**src/rtl/sap1_pkg.sv**
```systemverilog
// Shared SAP-1 definitions: control-word bit positions, opcodes, default widths,
// bus-driver indices and the control-word decoder.
package sap1_pkg;

    localparam int DATA_W_DEF = 8;
    localparam int ADDR_W_DEF = 4;

    localparam int CW_W    = 12;
    localparam int CW_CP   = 11;
    localparam int CW_EP   = 10;
    localparam int CW_LM_N = 9;
    localparam int CW_CE_N = 8;
    localparam int CW_LI_N = 7;
    localparam int CW_EI_N = 6;
    localparam int CW_LA_N = 5;
    localparam int CW_EA   = 4;
    localparam int CW_SU   = 3;
    localparam int CW_EU   = 2;
    localparam int CW_LB_N = 1;
    localparam int CW_LO_N = 0;

    typedef enum logic [3:0] {
        OP_LDA = 4'h0,
        OP_ADD = 4'h1,
        OP_SUB = 4'h2,
        OP_OUT = 4'hE,
        OP_HLT = 4'hF
    } opcode_e;

    // Bus drivers, listed from highest to lowest priority.
    localparam int NUM_DRV = 5;
    localparam int DRV_EP  = 0;
    localparam int DRV_CE  = 1;
    localparam int DRV_EI  = 2;
    localparam int DRV_EA  = 3;
    localparam int DRV_EU  = 4;

    // Control word with every strobe converted to active-high.
    typedef struct packed {
        logic cp;
        logic ep;
        logic lm;
        logic ce;
        logic li;
        logic ei;
        logic la;
        logic ea;
        logic su;
        logic eu;
        logic lb;
        logic lo;
    } ctrl_t;

    function automatic ctrl_t decode_cw(input logic [CW_W-1:0] cw);
        ctrl_t c;
        c.cp = cw[CW_CP];
        c.ep = cw[CW_EP];
        c.lm = ~cw[CW_LM_N];
        c.ce = ~cw[CW_CE_N];
        c.li = ~cw[CW_LI_N];
        c.ei = ~cw[CW_EI_N];
        c.la = ~cw[CW_LA_N];
        c.ea = cw[CW_EA];
        c.su = cw[CW_SU];
        c.eu = cw[CW_EU];
        c.lb = ~cw[CW_LB_N];
        c.lo = ~cw[CW_LO_N];
        return c;
    endfunction

endpackage

```
**src/rtl/sap1_alu.sv**
```systemverilog
// SAP-1 adder-subtractor: A+B, or A+~B+1 when su is set, with carry-out
// (for subtraction carry=1 means no borrow).
module sap1_alu
    import sap1_pkg::*;
#(
    parameter int DATA_W = DATA_W_DEF
) (
    input  logic [DATA_W-1:0] a,
    input  logic [DATA_W-1:0] b,
    input  logic              su,
    output logic [DATA_W-1:0] result,
    output logic              carry
);

    logic [DATA_W-1:0] b_eff;
    logic [DATA_W:0]   sum;

    genvar gi;
    generate
        for (gi = 0; gi < DATA_W; gi++) begin : g_b_inv
            assign b_eff[gi] = b[gi] ^ su;
        end
    endgenerate

    assign sum    = {1'b0, a} + {1'b0, b_eff} + {{DATA_W{1'b0}}, su};
    assign result = sum[DATA_W-1:0];
    assign carry  = sum[DATA_W];

endmodule

```
**src/rtl/sap1_datapath.sv**
```systemverilog
// SAP-1 datapath: W bus, PC, MAR, 16x8 RAM with program-load port, IR, A, B, ALU,
// OUT and a sticky halt flag. Define SAP1_FLAGS_EN to add carry_flag/zero_flag.
module sap1_datapath
    import sap1_pkg::*;
#(
    parameter int DATA_W = DATA_W_DEF,
    parameter int ADDR_W = ADDR_W_DEF
) (
    input  logic              clk,
    input  logic              rst,
    input  logic [CW_W-1:0]   cw_bus,
    output logic [3:0]        opcode,
    input  logic              prog_we,
    input  logic [ADDR_W-1:0] prog_addr,
    input  logic [DATA_W-1:0] prog_data,
    output logic [DATA_W-1:0] out_data,
    output logic              halted,
    output logic              bus_conflict,
`ifdef SAP1_FLAGS_EN
    output logic              carry_flag,
    output logic              zero_flag,
`endif
    output logic [DATA_W-1:0] w_bus
);

    localparam int DEPTH = 2 ** ADDR_W;

    ctrl_t             ctrl;
    logic [ADDR_W-1:0] pc_reg;
    logic [ADDR_W-1:0] mar_reg;
    logic [DATA_W-1:0] ir_reg;
    logic [DATA_W-1:0] a_reg;
    logic [DATA_W-1:0] b_reg;
    logic [DATA_W-1:0] out_reg;
    logic              halted_reg;

    logic [DATA_W-1:0] ram_mem [DEPTH];
    logic [DATA_W-1:0] ram_rd;

    logic [DATA_W-1:0] alu_result;
    logic [NUM_DRV-1:0] drv_en;
    logic [DATA_W-1:0] drv_val [NUM_DRV];
    logic [DATA_W-1:0] bus_next;
    logic              conflict_next;
    logic              drv_found;

    assign ctrl   = decode_cw(cw_bus);
    assign ram_rd = ram_mem[mar_reg];

    assign drv_en[DRV_EP]  = ctrl.ep;
    assign drv_en[DRV_CE]  = ctrl.ce;
    assign drv_en[DRV_EI]  = ctrl.ei;
    assign drv_en[DRV_EA]  = ctrl.ea;
    assign drv_en[DRV_EU]  = ctrl.eu;
    assign drv_val[DRV_EP] = DATA_W'(pc_reg);
    assign drv_val[DRV_CE] = ram_rd;
    assign drv_val[DRV_EI] = DATA_W'(ir_reg[ADDR_W-1:0]);
    assign drv_val[DRV_EA] = a_reg;
    assign drv_val[DRV_EU] = alu_result;

    // First enabled driver in priority order wins; any later enabled one flags a conflict.
    always_comb begin
        bus_next      = '0;
        conflict_next = 1'b0;
        drv_found     = 1'b0;
        for (int i = 0; i < NUM_DRV; i++) begin
            if (drv_en[i]) begin
                if (drv_found) begin
                    conflict_next = 1'b1;
                end else begin
                    bus_next = drv_val[i];
                end
                drv_found = 1'b1;
            end
        end
    end

`ifdef SAP1_FLAGS_EN
    logic alu_carry;
    logic carry_reg;
    logic zero_reg;

    sap1_alu #(.DATA_W(DATA_W)) u_alu (
        .a      (a_reg),
        .b      (b_reg),
        .su     (ctrl.su),
        .result (alu_result),
        .carry  (alu_carry)
    );

    always_ff @(posedge clk) begin
        if (rst) begin
            carry_reg <= 1'b0;
            zero_reg  <= 1'b0;
        end else if (!halted_reg && ctrl.la && ctrl.eu) begin
            carry_reg <= alu_carry;
            zero_reg  <= (alu_result == '0);
        end
    end

    assign carry_flag = carry_reg;
    assign zero_flag  = zero_reg;
`else
    logic alu_carry_unused;

    sap1_alu #(.DATA_W(DATA_W)) u_alu (
        .a      (a_reg),
        .b      (b_reg),
        .su     (ctrl.su),
        .result (alu_result),
        .carry  (alu_carry_unused)
    );
`endif

    // Program-load port stays live while halted; reset blocks it but never clears RAM.
    always_ff @(posedge clk) begin
        if (prog_we && !rst) begin
            ram_mem[prog_addr] <= prog_data;
        end
    end

    always_ff @(posedge clk) begin
        if (rst) begin
            pc_reg     <= '0;
            mar_reg    <= '0;
            ir_reg     <= '0;
            a_reg      <= '0;
            b_reg      <= '0;
            out_reg    <= '0;
            halted_reg <= 1'b0;
        end else if (!halted_reg) begin
            if (ctrl.cp) begin
                pc_reg <= pc_reg + ADDR_W'(1);
            end
            if (ctrl.lm) begin
                mar_reg <= bus_next[ADDR_W-1:0];
            end
            if (ctrl.li) begin
                ir_reg <= bus_next;
                if (bus_next[DATA_W-1 -: 4] == 4'(OP_HLT)) begin
                    halted_reg <= 1'b1;
                end
            end
            if (ctrl.la) begin
                a_reg <= bus_next;
            end
            if (ctrl.lb) begin
                b_reg <= bus_next;
            end
            if (ctrl.lo) begin
                out_reg <= a_reg;
            end
        end
    end

    assign opcode       = ir_reg[DATA_W-1 -: 4];
    assign out_data     = out_reg;
    assign halted       = halted_reg;
    assign bus_conflict = conflict_next;
    assign w_bus        = bus_next;

endmodule

```
**config.mk**
```make
export PLATFORM = sky130hd
export DESIGN_NAME = sap1_datapath
export DESIGN_NICKNAME = d
export VERILOG_FILES = /design/src/rtl/sap1_pkg.sv /design/src/rtl/sap1_alu.sv /design/src/rtl/sap1_datapath.sv
export SDC_FILE = /design/constraint.sdc
export NUM_CORES = 1
export LEC_CHECK = 0
export CAP_MARGIN = 5
export CORE_MARGIN = 2
export CORE_UTILIZATION = 30
export DETAILED_ROUTE_END_ITERATION = 6
export PLACE_DENSITY = 0.58
export SYNTH_ARGS = -nofsm -noshare
export SYNTH_HDL_FRONTEND = slang
export SYNTH_SLANG_ARGS = --single-unit
```
**constraint.sdc**
```tcl
create_clock -name clk -period 2.9 [get_ports clk]
set_clock_uncertainty 0.15 [all_clocks]
set_input_delay 0.58 -clock clk [delete_from_list [all_inputs] [get_ports clk]]
set_output_delay 0.58 -clock clk [all_outputs]
set_load 0.01 [all_outputs]
```
Word-level counts from Yosys, hierarchy flattened
Memories as Yosys holds them, arrays and structs flattened. A register that Yosys moved wholly into a read port is not among the register bits.
Cells that the tools add are included.
{"block": "totals", "mem_count": 1, "ram_bits": 128, "inputBits": 27, "regBits": 41, "word_cells": 62}
{"block": "op_classes", "eq_ne": 1, "add_sub_neg": 3, "bitwise": 14, "reduce_logical": 8, "muxes": 28}
{"memory": "ram_mem", "depth": 16, "word_bits": 8, "read_ports": 1, "rd_ports_with_merged_regs": 1, "wr": 1, "line_no": "sap1_datapath.sv:37", "source": "logic [DATA_W-1:0] ram_mem [DEPTH];"}
{"cell": "$mux W8", "n": 8}
{"cell": "$mux W1", "n": 17}
{"cell": "$mux W4", "n": 3}
{"cell": "$reduce_and A2 Y1", "n": 6}
{"cell": "$add A8 B1 Y8", "n": 1}
{"cell": "$add A8 B8 Y8", "n": 1}
{"cell": "$xor A1 B1 Y1", "n": 8}
{"cell": "$not A1 Y1", "n": 6}
{"cell": "$add A4 B1 Y4 const B", "n": 1}
{"cell": "$eq A4 B4 Y1 const B", "n": 1}
{"cell": "$logic_and A1 B1 Y1", "n": 1}
{"cell": "$logic_not A1 Y1", "n": 1}

Depth between registers and ports, before layout
{"block": "depth", "depth_word": 13, "ltp_mapped": 9, "depth_no_buf": 8}

Hierarchy
From an unflattened synthesis, not the netlist that was laid out.
{"block": "hier_totals", "cells_unflattened": 530, "hier_area_um2": 7443.4}
{"mod": "sap1_datapath", "seq_area_each_um2": 4744.6, "n_inst": 1, "area_per_inst_um2": 7045.5, "cells_per_inst": 482}
{"mod": "sap1_alu", "seq_area_each_um2": 0.0, "n_inst": 1, "area_per_inst_um2": 397.9, "cells_per_inst": 48}

Worst setup path before layout
OpenSTA, ideal clock, no wires.
{"block": "synth_timing", "path_type": "input port to output port", "startpoint": "in cw_bus[3]", "endpoint": "out w_bus[5]", "path_stages": 8, "path_slack_ps": -236, "required_ps": 2170, "arrival_ps": 2406, "path_buffers": 1, "path_cell_list": "buf_4 -> xor2_1 -> ha_1 -> and3_1 -> and3_1 -> o31a_1 -> o21ai_0 -> and2_1"}
{"block": "synth_between", "elab_chain_cells": 5}
{"element": "from (decl)", "line_no": "sap1_datapath.sv:11", "source": "input logic [CW_W-1:0] cw_bus,"}
{"element": "$xor A1 B1 Y1", "line_no": "sap1_alu.sv:21", "source": "assign b_eff[gi] = b[gi] ^ su;"}
{"element": "$add A8 B8 Y8", "line_no": "sap1_alu.sv:25", "source": "assign sum = {1'b0, a} + {1'b0, b_eff} + {{DATA_W{1'b0}}, su};"}
{"element": "$add A8 B1 Y8 *", "line_no": "sap1_alu.sv:25"}
{"element": "$mux W8 *", "line_no": "sap1_datapath.sv:68", "source": "if (drv_found) begin"}
{"element": "$mux W8 *", "line_no": "sap1_datapath.sv:67", "source": "if (drv_en[i]) begin"}
{"element": "to (decl)", "line_no": "sap1_datapath.sv:23", "source": "output logic [DATA_W-1:0] w_bus"}
Every way passes the cells marked *; elsewhere a longest branch is shown, timed or not.

==> impl_metrics.csv <==
group,metric,value,unit
synthesis,yosysSeqAreaShare,65.20,%
outcome,status,"finished with violations",
grt,grt_use_total,15.07,%
sta,rsz0062_at_grt,"true",
layout,fin_area,9709,µm²
synthesis,synth_top_cell_area_share,52.82,%
sta,slew_headroom,59.46,%
pwr,ir_drop,0.0003134,V
synthesis,yosysMostFrequentCell,"edfxtp_1",
sta,finalCriticalPeriod,3.369,ns
cts,cts_buffers,17,
synthesis,post-synth-top-area-cell,"edfxtp_1",
setup_path,crit_top_cell,"mux4_2",
layout,area_delta_synth_final,33.43,%
placement,place.gp.congestion,0.8161,
setup_path,worstPathArrival,2.64,ns
floorplan,dieHeight,159.7,µm
synthesis,syn_area,7277,µm²
route,dr.pass1.iters,4,
layout,largest-register,"ram_mem",
flow_run,maxCapViolations,0,
grt,antenna_found_initial,0,
min_path,hold_path_class,"reg2reg",
sta,hold_ws,0.3239,ns
setup_path,cp.required,2.17,ns
floorplan,initial_core_util,30.82,%
layout,final_layout_size_suffix_gt1_share,32.46,%
synthesis,synth_common_cells,"128 x edfxtp_1, 49 x nor2_1, 45 x dfxtp_1",
cts,clock_sinks,173,
sta,fin_ws,-0.4691,ns
synthesis,synth.avg_cell_area,14.10,µm²
grt,grt_pass1_wl,29280,µm
cts,cts_tree,"built",
min_path,worstHoldStart,"out_data[2]",
layout,diodes,0,
setup_path,endpoint_kind,"output port",
setup_path,startpoint_type,"flop",
cts,root_buffer,"clkbuf_16",
cts,htreeDepth,4,
synthesis,synth_warnings,0,
placement,place_area,8736,µm²
setup_path,slowest_delay,0.54,ns
cts,cts.clk_slew.worst_paths,0.07,ns
synthesis,synthDistinctLibCells,47,
route,routed_wl,18900,µm
cts,holdBufCountCts,0,
route,vias,4914,
floorplan,fp-row-count,56,
floorplan,die_area,25520,µm²
setup_path,crit_type,"reg2out",
floorplan,dieWidth,159.7,µm
placement,place_hpwl,12780,µm
floorplan,core_area,23610,µm²
placement,place_ws,-1.142,ns
sta,finalCritPeriodShare,116.2,%
route,drc,0,
route,drtIter0Drc,299,
synthesis,synth-main-ff-cell,"edfxtp_1",
pwr,power_leakage,3.435,nW
sta,worstMarginPinSlew,0.6062,ns
setup_path,path_cells,"buf_12, buf_4, mux4_2, mux4_2, nand2_2, o2111a_1, inv_1, buf_6",
synthesis,yosys-top-cells-area,"edfxtp_1 53%, dfxtp_1 12%, mux4_2 7.4%, mux2i_1 3.7%, nor2_1 2.5%",
sta,drv_slew,0,
cts,cts_buffer_depth,2,
placement,port_buffers,48,
setup_path,crit_slowest_cell,"mux4_2",
floorplan,ioPinCount,49,
layout,final_cells,1003,
sta,fmax,296.8,MHz
route,antenna_left,0,
cts,clock_latency,0.44,ns
sta,hold_viol_final,0,
layout,fill_cells,2161,
sta,setup_viol,8,
outcome,violations,"setup timing",
synthesis,ys_seq_elements,173,
route,viasPerCell,4.899,
synthesis,async_flop_share,0,%
synthesis,synthCells,516,
grt,overflow,0,
layout,largest_reg_flops,128,
route,wl_per_cell,18.84,µm
pwr,p_total,5.751,mW
placement,dpl.cell_count,944,
synthesis,synth_fp_nets,551,
synthesis,synth-edff-count,128,
pwr,p_per_area,592.4,nW/µm²
setup_path,cp_max_fo,8,
layout,nNetsFinal,706,
grt,grt_max_degree,43,
grt,grt_pass1_vias,5087,
-- metal layers --
metal / part of all wire (%) / up-vias / GRT usage [%]
li1: - / 2281 / -
met5: 0 / - / 0
met1: 44 / 2462 / 19.28
met4: 1.8 / 0 / 4.876
met2: 49 / 144 / 25.01
met3: 5.3 / 27 / 3.922
-- worst max-delay path, delay by kind of cell, from the launching register on --
family / cells / cell delay [ns]
DFF: 1 / 0.39
AOI/OAI and AO/OA: 1 / 0.23
buffers and inverters: 4 / 0.43
and+or+nand+nor: 1 / 0.10
muxes: 2 / 1.04
-- through the flow --
| step | util (%) | TNS [ns] |
|---|---|---|
| 6_report | 41.12 | -2.868 |
| 5_1_grt | 41.12 | -3.638 |
| 4_1_cts | 41.04 | -6.144 |
| 3_5_place_dp | 37.00 | -12.51 |
| 3_3_place_gp | 37.00 | -11.80 |
| 2_1_floorplan | - | -0.3239 |
-- repair_timing --
item,4_1_cts,5_1_grt
cloned,0,1
pin swaps,26,30
endpoints found under the setup margin,10,18
setup buffers,33,10
gates resized for setup,81,16
-- path summary, 6_finish.rpt --
| check | end | slack [ns] | cells past startpoint |
|---|---|---|---|
| worst max-delay path | w_bus[0] | -0.47 | 8 |
| worst min-delay path | out_data[2] | 0.32 | 2 |
| worst max register to register | mar_reg[2] | 0.14 | 11 |
| worst min register to register | out_data[2] | 0.32 | 2 |
-- cell type report --
type / count / area (µm²) / share of cell area, %
clock buffer: 17 / 425.4 / 4.381
clock inverter: 15 / 167.7 / 1.727
inverter: 6 / 22.52 / 0.2320
multi-input combinational: 309 / 2506 / 25.81
sequential: 173 / 4751 / 48.93
tap: 319 / 399.1 / 4.111
timing repair buffer: 164 / 1438 / 14.81
-- where the power goes --
part | switching, mW | internal (mW) | total [mW] | leakage, nW
Combinational | 0.364 | 0.388 | 0.752 | 1.63
Clock | 1.10 | 1.16 | 2.26 | 0.285
Sequential | 0.0337 | 2.71 | 2.74 | 1.52
Total | 1.50 | 4.26 | 5.75 | 3.44
-- logic make-up after synthesis --
logic type | count (synthesis) | share of synthesized area [%]
flip-flops | 173 | 65.20
multiplexers | 54 | 11.61
buffers and inverters | 34 | 2.527
AO/OA/AOI/OAI | 112 | 9.732
AND/OR/NAND/NOR | 119 | 7.531
adder cells (fa/ha/maj) | 8 | 1.479
XOR/XNOR | 16 | 1.926
-- cells in the final DEF, fill, tap and decap left out, drive strengths merged, types with 18 or more instances in the layout --
cell           Yosys  layout
edfxtp           128     128
buf               14     124
nor2              49      49
dfxtp             45      45
clkdlybuf4s50      0      38
a21oi             35      35
nand2             29      29
o21ai             28      28
mux2i             27      27
mux4              24      24
clkbuf            14      18
No activity file was read; power rests on OpenSTA's default activity.
